**config.mk**
```make
export PLATFORM = sky130hd
export DESIGN_NAME = case_lane_counter
export DESIGN_NICKNAME = d
export VERILOG_FILES = /design/src/rtl/case_lane_pkg.sv /design/src/rtl/case_lane_cell.sv /design/src/rtl/case_lane_counter.sv
export SDC_FILE = /design/constraint.sdc
export NUM_CORES = 1
export LEC_CHECK = 0
export CORE_MARGIN = 2
export CORE_UTILIZATION = 57
export DETAILED_ROUTE_END_ITERATION = 7
export PLACE_DENSITY = 0.88
export SKIP_LAST_GASP = 1
export SLEW_MARGIN = 40
export SYNTH_ARGS = -nofsm -noshare
export SYNTH_HDL_FRONTEND = slang
export SYNTH_SLANG_ARGS = --single-unit
```
**constraint.sdc**
```tcl
create_clock -name clk -period 3.5 [get_ports clk]
set_input_delay 0.875 -clock clk [delete_from_list [all_inputs] [get_ports clk]]
set_output_delay 0.875 -clock clk [all_outputs]
set_load 0.02 [all_outputs]
```
**src/rtl/case_lane_pkg.sv**
```systemverilog
// Shared types and field positions for the case_lane_counter command bank.
package case_lane_pkg;

  localparam int OP_LSB   = 0;
  localparam int LANE_LSB = 4;
  localparam int OPND_LSB = 8;
  localparam int OP_W     = 4;
  localparam int LANE_W   = 4;
  localparam int OPND_W   = 8;

  typedef enum logic [3:0] {
    OP_NOP  = 4'd0,
    OP_CLR  = 4'd1,
    OP_INC  = 4'd2,
    OP_DEC  = 4'd3,
    OP_LOAD = 4'd4,
    OP_ADD  = 4'd5,
    OP_READ = 4'd6
  } op_e;

  typedef enum logic [1:0] {
    ST_IDLE = 2'd0,
    ST_EXEC = 2'd1,
    ST_RESP = 2'd2
  } state_e;

  function automatic logic op_legal(input logic [OP_W-1:0] op);
    return (op <= 4'd6);
  endfunction

endpackage

```
**src/rtl/case_lane_cell.sv**
```systemverilog
// One counter lane: computes the post-operation value and commits it on we.
// Clamping arithmetic is enabled by CASE_LANE_SAT_EN; otherwise it wraps.
module case_lane_cell
  import case_lane_pkg::*;
#(
  parameter int CNT_W = 8
) (
  input  logic             clk,
  input  logic             rst_n,
  input  logic [OP_W-1:0]  op,
  input  logic [CNT_W-1:0] operand,
  input  logic             we,
  output logic [CNT_W-1:0] next_count,
  output logic             sat
);

  logic [CNT_W-1:0] count_r;
  logic [CNT_W-1:0] next_s;
  logic [CNT_W:0]   sum_s;
  logic             sat_s;

  // Next value and clamp flag for the captured opcode
  always_comb begin
    next_s = count_r;
    sat_s  = 1'b0;
    sum_s  = {1'b0, count_r} + {1'b0, operand};
    case (op)
      OP_CLR:  next_s = '0;
      OP_LOAD: next_s = operand;
`ifdef CASE_LANE_SAT_EN
      OP_INC: begin
        if (count_r == '1) begin
          next_s = count_r;
          sat_s  = 1'b1;
        end else begin
          next_s = count_r + CNT_W'(1'b1);
        end
      end
      OP_DEC: begin
        if (count_r == '0) begin
          next_s = count_r;
          sat_s  = 1'b1;
        end else begin
          next_s = count_r - CNT_W'(1'b1);
        end
      end
      OP_ADD: begin
        if (sum_s[CNT_W]) begin
          next_s = '1;
          sat_s  = 1'b1;
        end else begin
          next_s = sum_s[CNT_W-1:0];
        end
      end
`else
      OP_INC:  next_s = count_r + CNT_W'(1'b1);
      OP_DEC:  next_s = count_r - CNT_W'(1'b1);
      OP_ADD:  next_s = sum_s[CNT_W-1:0];
`endif
      default: next_s = count_r;
    endcase
  end

  // Lane register, written only when this lane is addressed by a legal command
  always_ff @(posedge clk) begin
    if (!rst_n) begin
      count_r <= '0;
    end else if (we) begin
      count_r <= next_s;
    end
  end

  assign next_count = next_s;
  assign sat        = sat_s;

endmodule

```
**src/rtl/case_lane_counter.sv**
```systemverilog
// Command-driven bank of per-lane counters with a valid/ready response port.
// Optional clamping arithmetic: define CASE_LANE_SAT_EN.
module case_lane_counter
  import case_lane_pkg::*;
#(
  parameter int NUM_LANES = 4,
  parameter int CNT_W     = 8
) (
  input  logic             clk,
  input  logic             rst_n,
  input  logic             in_valid,
  output logic             in_ready,
  input  logic [31:0]      in_word,
  output logic             out_valid,
  input  logic             out_ready,
  output logic [3:0]       out_lane,
  output logic [CNT_W-1:0] out_count,
  output logic             out_err,
  output logic             out_sat
);

  state_e             state_r, state_s;
  logic [OP_W-1:0]    op_r;
  logic [LANE_W-1:0]  lane_r;
  logic [OPND_W-1:0]  opnd_r;
  logic [15:0]        opnd_ext_s;
  logic [CNT_W-1:0]   operand_s;
  logic               lane_ok_s;
  logic               err_s;
  logic [CNT_W-1:0]   next_arr_s [NUM_LANES];
  logic [NUM_LANES-1:0] sat_vec_s;
  logic [NUM_LANES-1:0] we_s;
  logic [CNT_W-1:0]   sel_next_s;
  logic               sel_sat_s;
  logic               unused_word_s;

  assign unused_word_s = ^in_word[31:16];
  assign in_ready      = (state_r == ST_IDLE);

  // Zero-extend then cut to CNT_W: covers both truncation and extension
  assign opnd_ext_s = {8'h00, opnd_r};
  assign operand_s  = opnd_ext_s[CNT_W-1:0];
  assign lane_ok_s  = ({1'b0, lane_r} < 5'(NUM_LANES));
  assign err_s      = !op_legal(op_r) || !lane_ok_s;

  for (genvar i = 0; i < NUM_LANES; i++) begin : gen_lane
    assign we_s[i] = (state_r == ST_EXEC) && !err_s && (lane_r == 4'(i));
    case_lane_cell #(.CNT_W(CNT_W)) u_cell (
      .clk        (clk),
      .rst_n      (rst_n),
      .op         (op_r),
      .operand    (operand_s),
      .we         (we_s[i]),
      .next_count (next_arr_s[i]),
      .sat        (sat_vec_s[i])
    );
  end

  // Lane mux: pick the addressed lane's post-operation value and clamp flag
  always_comb begin
    sel_next_s = '0;
    sel_sat_s  = 1'b0;
    for (int i = 0; i < NUM_LANES; i++) begin
      sel_next_s = (lane_r == 4'(i)) ? next_arr_s[i] : sel_next_s;
      sel_sat_s  = (lane_r == 4'(i)) ? sat_vec_s[i]  : sel_sat_s;
    end
  end

  // FSM next-state decode
  always_comb begin
    state_s = state_r;
    case (state_r)
      ST_IDLE: state_s = in_valid  ? ST_EXEC : ST_IDLE;
      ST_EXEC: state_s = ST_RESP;
      ST_RESP: state_s = out_ready ? ST_IDLE : ST_RESP;
      default: state_s = ST_IDLE;
    endcase
  end

  // FSM state register
  always_ff @(posedge clk) begin
    if (!rst_n) begin
      state_r <= ST_IDLE;
    end else begin
      state_r <= state_s;
    end
  end

  // Command capture; words offered outside IDLE are ignored
  always_ff @(posedge clk) begin
    if (!rst_n) begin
      op_r   <= 4'd0;
      lane_r <= 4'd0;
      opnd_r <= 8'd0;
    end else if ((state_r == ST_IDLE) && in_valid) begin
      op_r   <= in_word[OP_LSB   +: OP_W];
      lane_r <= in_word[LANE_LSB +: LANE_W];
      opnd_r <= in_word[OPND_LSB +: OPND_W];
    end
  end

  // Response registers, loaded in EXEC and held until the beat is taken
  always_ff @(posedge clk) begin
    if (!rst_n) begin
      out_valid <= 1'b0;
      out_lane  <= 4'd0;
      out_count <= '0;
      out_err   <= 1'b0;
      out_sat   <= 1'b0;
    end else if (state_r == ST_EXEC) begin
      out_valid <= 1'b1;
      out_lane  <= lane_r;
      out_count <= err_s ? '0 : sel_next_s;
      out_err   <= err_s;
      out_sat   <= !err_s && sel_sat_s;
    end else if ((state_r == ST_RESP) && out_ready) begin
      out_valid <= 1'b0;
    end
  end

endmodule
```
======== Word-level counts from Yosys, hierarchy flattened ========
Index checks and enable logic that the tools add are counted.
operators by class
  add/subtract/negate cells ............... 12
  $lt $le $gt $ge ......................... 2
  eq/ne operators ......................... 10
  multiplexer cells ....................... 14
  reduce and logical (&&, ||, !) cells .... 14
operators with widths
  kind                   count
  $pmux W8 S5            4
  $mux W8                5
  $add A8 B1 Y8 const B  4
  $add A8 B8 Y8          4
  $sub A8 B1 Y8 const B  4
  $eq A4 B2 Y1 const B   4
  $eq A4 B1 Y1 const B   2
  $eq A4 B3 Y1 const B   2
  $logic_and A1 B1 Y1    7
  $pmux W2 S3            1
  $le A4 B3 Y1 const B   1
  $logic_not A4 Y1       1
  $lt A4 B3 Y1 const B   1
  $logic_not A1 Y1       3
  $mux W1                3
  $eq A2 B1 Y1 const B   1
  $eq A2 B2 Y1 const B   1
  $logic_not A2 Y1       1
  $mux W2                1
  $reduce_bool A2 Y1     1
  $logic_or A1 B1 Y1     1
word-level totals
  register bits after elaboration ......... 64
  input bits .............................. 36
  output and inout bits ................... 16
  logic and storage cells ................. 64

======== Depth between registers and ports, before layout ========
Gate-level depths: netlist of the first run.
  depth after elaboration ................. 7
  mapped depth ............................ 14
  depth with buffers taken out ............ 12

======== Cells and area by module ========
Synthesis of the first run repeated with hierarchy kept, for this count alone.
second synthesis, totals
  cells, all modules ...................... 635
  area, all modules ....................... 5,072.4 sq um
by module, submodules not included
  module             instances  cells each  area an instance (sq um)  sequential area each (sq um)
  case_lane_cell     4          119         884.6                     160.2
  case_lane_counter  1          159         1,534.0                   660.6

======== Worst setup path before layout of the first run ========
No wires, ideal clock.
  path type ............................... register to register
  start point ............................. reg op_r[2]
  end point ............................... reg out_count[7]
  arrival ................................. 2.809 ns
  slack ................................... 0.630 ns
  stages on the path, launching flop included .. 15
  clock period less this slack ............ 2.870 ns
  cell sequence ........................... dfxtp_1 buf_6 nor2b_1 buf_2 nand2_1 a21o_1 inv_1 ha_1 a21o_1 nand4_1 nand3_1 a31oi_1 mux2_1 o211ai_1 o221a_1
on the way
  longest elaborated chain between the ends .. 7
  elaborated cells between the ends (all ways) .. 17
  classes of those cells .................. order compare: 1; eq/ne: 5; mux: 9; reduce/logical: 2
RTL lines
  item                                  RTL line                  text
  start, declared                       case_lane_counter.sv:23   logic [OP_W-1:0] op_r;
  start signal, assigned                case_lane_counter.sv:96   op_r <= in_word[OP_LSB +: OP_W];
  $eq A4 B3 Y1 (tied with other cells)  case_lane_cell.sv:27      case (op)
  $pmux W8 S5                           case_lane_cell.sv:27
  $mux W8 (4 in series)                 case_lane_counter.sv:64   sel_next_s = (lane_r == 4'(i)) ? next_arr_s[i] : sel_next_s;
  $mux W8 *                             case_lane_counter.sv:113  out_count <= err_s ? '0 : sel_next_s;
  end signal, assigned                  case_lane_counter.sv:113
  end, declared                         case_lane_counter.sv:17   output logic [CNT_W-1:0] out_count,
Mark *: on every way between the ends. The rest lies on a longest branch, timed or not.
A chain may end at the register's enable or synchronous reset.

======== Worst setup path after layout of the first run ========
Ends and elaborated chain as after synthesis.

==> impl_metrics.ini, run 1 <==
[place]
port_buffers = 34
dp_hpwl_mm = 10.6
globalplace.congestion = 0.995

[clock_network]
htreeDepth = 3
clk_pin_slew_ns = 0.07
clkSinkCount = 64
cts_tree = built
ctsHoldBuffers = 0
clockRootBuffer = clkbuf_8
clockBufferDepth = 2
cts_buffers = 9
insertion_delay_ns = 0.35

[sta]
worst_pin_slew_ns = 0.850
rsz0062_at_grt = no
finalCritPeriodShare = 0.932
relSlewSlack = 0.433
timing.hold.ws_ns = 0.460
finalCriticalPeriod_ns = 3.26
finalHoldViolations = 0
max_freq_ghz = 0.306
setup-tns-final_ns = 0
finalSetupViolations = 0
clock_skew_ns = 0.0110
slew_viol_final = 0

[critical_path]
startpoint = op_r[2]
critPathCaptureType = register
critPathArrivalTime_ns = 3.55
reg2reg_from = op_r[2]
worst-path-max-fanout = 7
required_ns = 3.79
critPathKind = reg -> reg
start_kind = register

[detailed_routing]
wl_per_cell_um = 19.1
ant_nets = 0
first_pass_iters = 6
first_iter_violations = 510
drc = 0
viasPerCell = 6.47
wirelength_mm = 14.3
vias = 4839

[yosys]
syn_avg_cell_area_sq_um = 7.65
syn-num-nets = 682
synth_edf_count = 0
synth_cell_types = 73
synth_area_sq_um = 4700
synthCells = 614
synthFlopType = dfxtp_1
ys_top_cells_by_area = dfxtp_1 (27%), a21oi_1 (8.8%), ha_1 (7.5%), nand2_1 (7.0%), nor2_1 (4.3%)
yosysTopAreaCellShare = 0.273
synthArstFlopShare = 0
ys_seq_area_frac = 0.273
synth_top_area_cell = dfxtp_1
ys_ff_latch = 64
ys_warn_count = 0

[layout]
fin_nets = 706
area_growth_pct = 12.7
diodes = 0
num-fill-cells = 704
drive_gt1_frac = 0.0840

[floorplanning]
die_area_sq_um = 8980
die_h_um = 94.8
core_sq_um = 8090
chipWidth_um = 94.8
fp-row-count = 33
io_pins = 52
start_util = 0.580

[power]
vdd_drop_max_mv = 0.258
leakagePower_nw = 2.03
power.density_nw_per_um2 = 352

[min_path]
hp-start = out_count[1]
hold_class = reg -> reg

[global_routing]
grt_overflow_total = 0
grt_pass1_wl_mm = 22.9
first_global_vias = 4483
antenna_found_initial = 0
grt_max_degree = 37
grt_usage = 0.335

[job]
max_cap_viol_count = 0

[outcome]
status = complete, no violations
==> final timing paths <==
check | to | slack, ns | cells past startpoint
min reg2reg | out_count[1] | 0.46 | 2
max reg2reg | out_count[7] | 0.24 | 11
max | out_count[7] | 0.24 | 11
min | out_count[1] | 0.46 | 2
==> per-stage QoR <==
step | setup WS, ns | power (W) | instance area, sq um | util | cells
floorplan | 0.630 | 0.00108 | 4700 | - | 614
global placement | 0.333 | 0.00119 | 5080 | 0.628 | 732
detailed placement | 0.266 | 0.00120 | 5080 | 0.628 | 732
CTS | 0.241 | 0.00186 | 5290 | 0.654 | 748
global route | 0.0209 | 0.00193 | 5290 | 0.654 | 748
finish | 0.237 | 0.00187 | 5290 | 0.654 | 748
==> registers in the layout, indices dropped and copies added (netlist names) <==
signal,count
out_valid,1
out_err,1
state_r,2
out_lane,4
op_r,4
lane_r,4
operand_s,8
out_count,8
gen_lane.u_cell.count_r,32
==> cells in the mapped netlist (4+ instances only) <==
master    number
a211oi_1      11
a21o_1        16
a21oi_1       83
a221oi_1       7
a31oi_1        4
and2_1         7
and3_1         5
buf_2          6
buf_4          6
buf_6          6
clkbuf_1      22
dfxtp_1       64
fa_1           4
ha_1          28
inv_1         13
nand2_1       88
nand2b_1      12
nand3_1       18
nand3b_1       4
nand4_1        5
nor2_1        54
nor2b_1        5
nor3_1        10
o211ai_1       8
o21a_1         4
o21ai_0       34
o21ai_1        5
o221ai_1       5
xnor2_1        8
xor2_1         8
==> worst max-delay path, stage by stage (launching register included) <==
cell and delay, ns:
dfxtp_1 0.37, nor2b_1 0.23, buf_4 0.20, nand2_1 0.07
a21oi_1 0.46, ha_1 0.40, nand4_1 0.13, nand3_1 0.19
a31oi_1 0.46, mux2_1 0.37, o211ai_1 0.09, o221a_1 0.22
==> placed cells by master (no fill, tap or decap), types with 7 or more instances in the layout <==
cell type         n
a211oi_1         11
a21o_1           16
a21oi_1          82
a221oi_1          7
and2_1            7
buf_4            19
clkbuf_8         10
clkdlybuf4s50_1  34
dfxtp_1          64
ha_1             28
inv_1            13
nand2_1          88
nand2b_1         12
nand3_1          18
nor2_1           54
nor3_1           10
o211ai_1          8
o21ai_0          34
xnor2_1           8
xor2_1            8
==> power by group <==
group | switching (W) | internal (W)
Combinational | 0.000266 | 0.000154
Clock | 0.000318 | 0.000351
Sequential | 0.0000241 | 0.000753
Total | 0.000608 | 0.00126
==> routing by layer <==
layer / vias to the layer above / routed length, um / track usage
met5: - / 0 / 0
met3: 48 / 1450 / 0.0567
met4: 0 / 549 / 0.174
met1: 2211 / 5730 / 0.433
li1: 2275 / - / -
met2: 305 / 6580 / 0.535
==> kinds of logic after synthesis <==
kind of cell,synth area share
multiplexers,0.0112
flip-flops,0.273
buffers and inverters,0.0592
XOR/XNOR,0.0298
AO/OA/AOI/OAI,0.304
other,0.000799
adder cells (fa/ha/maj),0.0917
AND/OR/NAND/NOR,0.231
==> timing repair <==
| action | 4_1_cts | 5_1_grt |
|---|---|---|
| endpoints found under the setup margin | 0 | 1 |
| gates resized for setup | 0 | 1 |
| setup buffers | 0 | 0 |
==> cell type report <==
cell class                      count  area, sq um  share of cell area
Sequential cell                    64         1280               0.242
Inverter                           14         52.6             0.00993
Multi-Input combinational cell    496         3140               0.593
Clock inverter                      6         67.6              0.0128
Tap cell                          105          131              0.0248
Timing Repair Buffer               53          483              0.0912
Clock buffer                       10          138              0.0260
(Power assumes the default switching activity.)
==> run 2, diff against run 1 <==
ABC_AREA = 1   (was not set)
==> run 2 against run 1 <==
Effect of this change: power is 3.7% higher; first-iteration DRC count fell by 15%; via count up 0.62%; sequential cell count unchanged; design area fell by 4.4%; routed wire length shrank 5.1%; combinational power grew 16%.
==> impl_metrics.ini, run 2 <==
[outcome]
status = complete, no violations

[critical_path]
reg2reg_depth = 18
start_kind = register
critPathCaptureType = register
cp.buffers_inverters = 2
reg2reg_from = op_r[0]
ff2ff_setup_slack_ns = 0.52
critPathKind = reg -> reg
critPathArrivalTime_ns = 3.24
r2r_end = out_count[5]
required_ns = 3.76
critPathMaxStageDelay_ns = 0.43
crit_top_cell = nand2_1
cp_top_family = simple AND/OR/NAND/NOR gates
slowest_stage = dfxtp_1
crit_chain = inv_2 -> nor2_2 -> nand2_2 -> inv_1 -> nand2_1 -> nand2_1 -> ha_1 -> a21oi_1 -> nand3_1 -> nand2_1 -> nand2_1 -> o21ai_0 -> nand2_1 -> nand2_1 -> nand2_1 -> nor2_1 -> nand2_1 -> a21oi_1
startpoint = op_r[0]
worst-path-max-fanout = 5

[detailed_routing]
wirelength_mm = 13.6
viasPerCell = 5.89
ant_nets = 0
first_pass_iters = 5
first_iter_violations = 435
vias = 4869
drc = 0
wl_per_cell_um = 16.4

[floorplanning]
core_sq_um = 7650
die_area_sq_um = 8550
die_h_um = 92.5
chipWidth_um = 92.5
start_util = 0.583
fp-row-count = 32
io_pins = 52

[layout]
layout_commonest_cell = nand2_1
layout_common_cells = nand2_1 (170), a21oi_1 (82), o21ai_0 (68), dfxtp_1 (64), inv_1 (60)
regArea_sq_um = 1280
drive_gt1_frac = 0.0856
final_cell_area_sq_um = 5060
final_core_util = 0.661
largest_reg_flops = 32
fin_nets = 787
num-fill-cells = 660
largest_register = gen_lane.u_cell.count_r
diodes = 0
multi_input_area_sq_um = 2800
area_growth_pct = 13.4

[place]
dp_hpwl_mm = 9.88
placed_cell_area_sq_um = 4860
globalplace.congestion = 0.974
port_buffers = 34

[power]
leakagePower_nw = 2.30
vdd_drop_max_mv = 0.428
power.density_nw_per_um2 = 382

[clock_network]
clockBufferDepth = 2
clk_pin_slew_ns = 0.07
ctsHoldBuffers = 0
clockRootBuffer = clkbuf_8
cts_buffers = 9
clkSinkCount = 64
insertion_delay_ns = 0.35
cts_setup_buffers = 0
htreeDepth = 3
cts_resized = 0
cts_tree = built

[global_routing]
grt_max_degree = 47
grt_overflow_total = 0
grt_pass1_wl_mm = 21.5
grt_usage = 0.322
first_global_vias = 4454
antenna_found_initial = 0

[yosys]
synthCells = 688
ys_top_cells_by_count = nand2_1 (170), a21oi_1 (82), o21ai_0 (68)
synth_cell_types = 39
yosysTopAreaCellShare = 0.287
synthArstFlopShare = 0
ys_seq_area_frac = 0.287
synth_area_sq_um = 4460
ys_top_cells_by_area = dfxtp_1 (29%), nand2_1 (14%), a21oi_1 (9.2%), ha_1 (7.9%), o21ai_0 (7.6%)
synth_edf_count = 0
ys_ff_latch = 64
synth_top_area_cell = dfxtp_1
synthFlopType = dfxtp_1
syn_avg_cell_area_sq_um = 6.48
synth.most_common_cell = nand2_1
ys_warn_count = 0
syn-num-nets = 756

[sta]
finalCriticalPeriod_ns = 2.98
slew_viol_final = 0
timing.hold.ws_ns = 0.470
finalHoldViolations = 0
worst_pin_slew_ns = 0.622
finalCritPeriodShare = 0.851
max_freq_ghz = 0.336
setup-tns-final_ns = 0
clock_skew_ns = 0.0144
finalSetupViolations = 0
relSlewSlack = 0.585
rsz0062_at_grt = no

[min_path]
hold_end = out_valid
min_path_cells = 2
hp-start = out_valid
hold_class = reg -> reg

[job]
max_cap_viol_count = 0
[run 2: layout make-up]
cell class / instances / area share
multi-input combinational: 532 / 0.554
sequential: 64 / 0.253
timing repair buffer: 39 / 0.0747
inverter: 73 / 0.0542
clock buffer: 11 / 0.0279
tap: 102 / 0.0252
clock inverter: 5 / 0.0111
[run 2: logic make-up after synthesis]
group / after synthesis / share of synthesized area
buffers and inverters: 92 / 0.0847
DFF: 64 / 0.287
and+or+nand+nor: 310 / 0.306
adders and majority gates: 32 / 0.0965
xor gates and xnor gates: 4 / 0.00786
other: 1 / 0.000841
AOI/OAI and AO/OA: 185 / 0.216
[run 2: power breakdown]
part | internal [W] | switching (W)
combinational | 0.000159 | 0.000328
clock | 0.000348 | 0.000312
sequential | 0.000760 | 0.0000279
total | 0.00127 | 0.000668
[run 2: worst register-to-register path: cells and delay by family (launching register included)]
family | cells | cell delay, ns
AO/OA/AOI/OAI | 3 | 0.51
buffers and inverters | 2 | 0.20
flip-flops | 1 | 0.43
AND/OR/NAND/NOR | 12 | 1.41
adder cells (fa/ha/maj) | 1 | 0.36
[run 2: worst max path at each step]
stage | to | slack [ns] | depth (start not counted)
2_1_floorplan | out_count[4] | 0.74 | 14
3_3_place_gp | out_count[4] | 0.70 | 15
3_5_place_dp | out_count[4] | 0.65 | 15
4_1_cts | out_count[4] | 0.61 | 15
5_1_grt | out_count[7] | 0.32 | 18
6_report | out_count[5] | 0.52 | 18
[run 2: stage by stage]
step | total power, W | std cells | setup slack [ns]
after floorplan | 0.00113 | 688 | 0.741
after global placement | 0.00126 | 810 | 0.697
after detailed placement | 0.00128 | 810 | 0.649
after CTS | 0.00192 | 826 | 0.608
after global routing | 0.00201 | 826 | 0.321
final | 0.00193 | 826 | 0.521
[run 2: metal layers]
metal  part of all wire  vias up  global-route usage  wire length (um)
met5                  0        -                   0                 0
met4              0.058        0               0.163               785
met3              0.088       55              0.0700              1190
met2               0.45      232               0.535              6100
met1               0.40     2235               0.392              5490
li1                   -     2347                   -                 -
==> run 3, diff against run 2 <==
CELL_PAD_IN_SITES_DETAIL_PLACEMENT = 0   (was not set)
CELL_PAD_IN_SITES_GLOBAL_PLACEMENT = 1   (was not set)
CORE_UTILIZATION = 40   (was 57)
SLEW_MARGIN = not set   (was 40)
==> run 3 against run 2 <==
Effect of this change: combinational power shrank 1%; largest power group unchanged; fmax decreased by 1.5%; count of clock-buffer cells in the layout decreased by 2; highest routed layer unchanged; routed wire length fell by 4.9%; first-iteration DRC count is 17% lower.
==> impl_metrics.ini, run 3 (synthesis results as in run 2) <==
[critical_path]
crit_chain = inv_2 -> nor2_2 -> nand2_2 -> or2_2 -> ha_1 -> fa_1 -> nand2_1 -> a21oi_1 -> o21ai_0 -> nand2_1 -> o21ai_1 -> o21ai_0 -> o21ai_0 -> o21ai_1 -> a21oi_1
critPathMaxStageDelay_ns = 0.43
slowest_stage = dfxtp_1
required_ns = 3.77
crit_cells = 15
cp.buffers_inverters = 1
critPathCaptureType = register
reg2reg_depth = 15
start_kind = register
critPathArrivalTime_ns = 3.29
worst-path-max-fanout = 5
critPathKind = reg -> reg
crit_top_cell = o21ai_0
cp_top_family = compound AO/OA/AOI/OAI gates

[layout]
largest_register = gen_lane.u_cell.count_r
layout_common_cells = nand2_1 (170), a21oi_1 (82), o21ai_0 (68), dfxtp_1 (64), inv_1 (60)
fin_nets = 787
num-fill-cells = 1108
regArea_sq_um = 1280
drive_gt1_frac = 0.0870
multi_input_area_sq_um = 2800
area_growth_pct = 14.6
largest_reg_flops = 32
layout_commonest_cell = nand2_1
final_core_util = 0.472
diodes = 0

[detailed_routing]
first_pass_iters = 5
viasPerCell = 5.34
ant_nets = 0
first_iter_violations = 361
vias = 4615
wirelength_mm = 12.9
wl_per_cell_um = 14.9
drc = 0

[place]
globalplace.congestion = 0.917
dp_hpwl_mm = 9.66
port_buffers = 34

[sta]
rsz0062_at_grt = no
finalSetupViolations = 0
slew_viol_final = 0
worst_pin_slew_ns = 0.787
finalCriticalPeriod_ns = 3.02
clock_skew_ns = 0.00969
max_freq_ghz = 0.331
setup-tns-final_ns = 0
relSlewSlack = 0.472
finalHoldViolations = 0
finalCritPeriodShare = 0.864

[clock_network]
cts_tree = built
ctsHoldBuffers = 0
cts_buffers = 9
clockBufferDepth = 2
clkSinkCount = 64
clockRootBuffer = clkbuf_8
cts_setup_buffers = 0
clk_pin_slew_ns = 0.08
insertion_delay_ns = 0.36
htreeDepth = 3
cts_resized = 0

[power]
comb_power_share = 0.249
leakagePower_nw = 2.29
vdd_drop_max_mv = 0.235
swShare = 0.351
internal_power_w = 0.00125
p_sw_w = 0.000676
power_frac_clock = 0.343
power.density_nw_per_um2 = 377
pwr-share-seq = 0.408

[global_routing]
grt_max_degree = 48
grt_pass1_wl_mm = 20.8
grt_usage = 0.226
first_global_vias = 4208
antenna_found_initial = 0
grt_overflow_total = 0

[floorplanning]
io_pins = 52
fp-row-count = 38
chipWidth_um = 110
start_util = 0.411
die_h_um = 110
core_sq_um = 10800
die_area_sq_um = 12000

[job]
max_cap_viol_count = 0

[min_path]
min_path_cells = 2
hold_class = reg -> reg

[outcome]
status = complete, no violations
-- run 3: metal layers --
layer,global-route usage,vias up,wire length (um)
met2,0.377,133,5940
met4,0.0542,0,181
met1,0.307,2119,6060
li1,-,2347,-
met5,0,-,0
met3,0.0332,16,714
-- run 3: power by group through the flow --
stage | Combinational (W) | Sequential (W) | Clock, W
after global placement | 0.000466 | 0.000801 | 0
after detailed placement | 0.000473 | 0.000803 | 0
after global routing | 0.000536 | 0.000791 | 0.000699
final | 0.000480 | 0.000787 | 0.000662
after floorplan | 0.000321 | 0.000807 | 0
after CTS | 0.000475 | 0.000786 | 0.000671
-- run 3: final cells by class --
cell class	instances	share of cell area
multi-input cells	532	0.548
inverters	73	0.0536
well taps	140	0.0343
clock inverters	7	0.0157
clock buffers	9	0.0242
repair buffers	39	0.0739
flip-flops and latches	64	0.251
-- run 3: worst paths after layout --
path	startpoint	to	slack [ns]
worst max-delay path	op_r[0]	out_count[4]	0.48
worst min-delay path	out_valid	out_valid	0.47
worst min register to register	out_valid	out_valid	0.47
worst max register to register	op_r[0]	out_count[4]	0.48
-- run 3: metrics by stage --
step | worst slack [ns] | total power, W | hold slack (ns) | area, sq um | instances
2_1_floorplan | 0.741 | 0.00113 | 0.439 | 4460 | 688
3_3_place_gp | 0.501 | 0.00127 | 0.451 | 4910 | 848
3_5_place_dp | 0.478 | 0.00128 | 0.460 | 4910 | 848
4_1_cts | 0.445 | 0.00193 | 0.473 | 5110 | 864
5_1_grt | 0.174 | 0.00203 | 0.488 | 5110 | 864
6_report | 0.477 | 0.00193 | 0.470 | 5110 | 864
-- run 3: worst register-to-register path, stage by stage, from the launching register on --
cell	delay, ns
dfxtp_1	0.43
inv_2	0.07
nor2_2	0.11
nand2_2	0.11
or2_2	0.35
ha_1	0.24
fa_1	0.40
nand2_1	0.10
a21oi_1	0.08
o21ai_0	0.14
nand2_1	0.06
o21ai_1	0.11
o21ai_0	0.11
o21ai_0	0.34
o21ai_1	0.15
a21oi_1	0.13
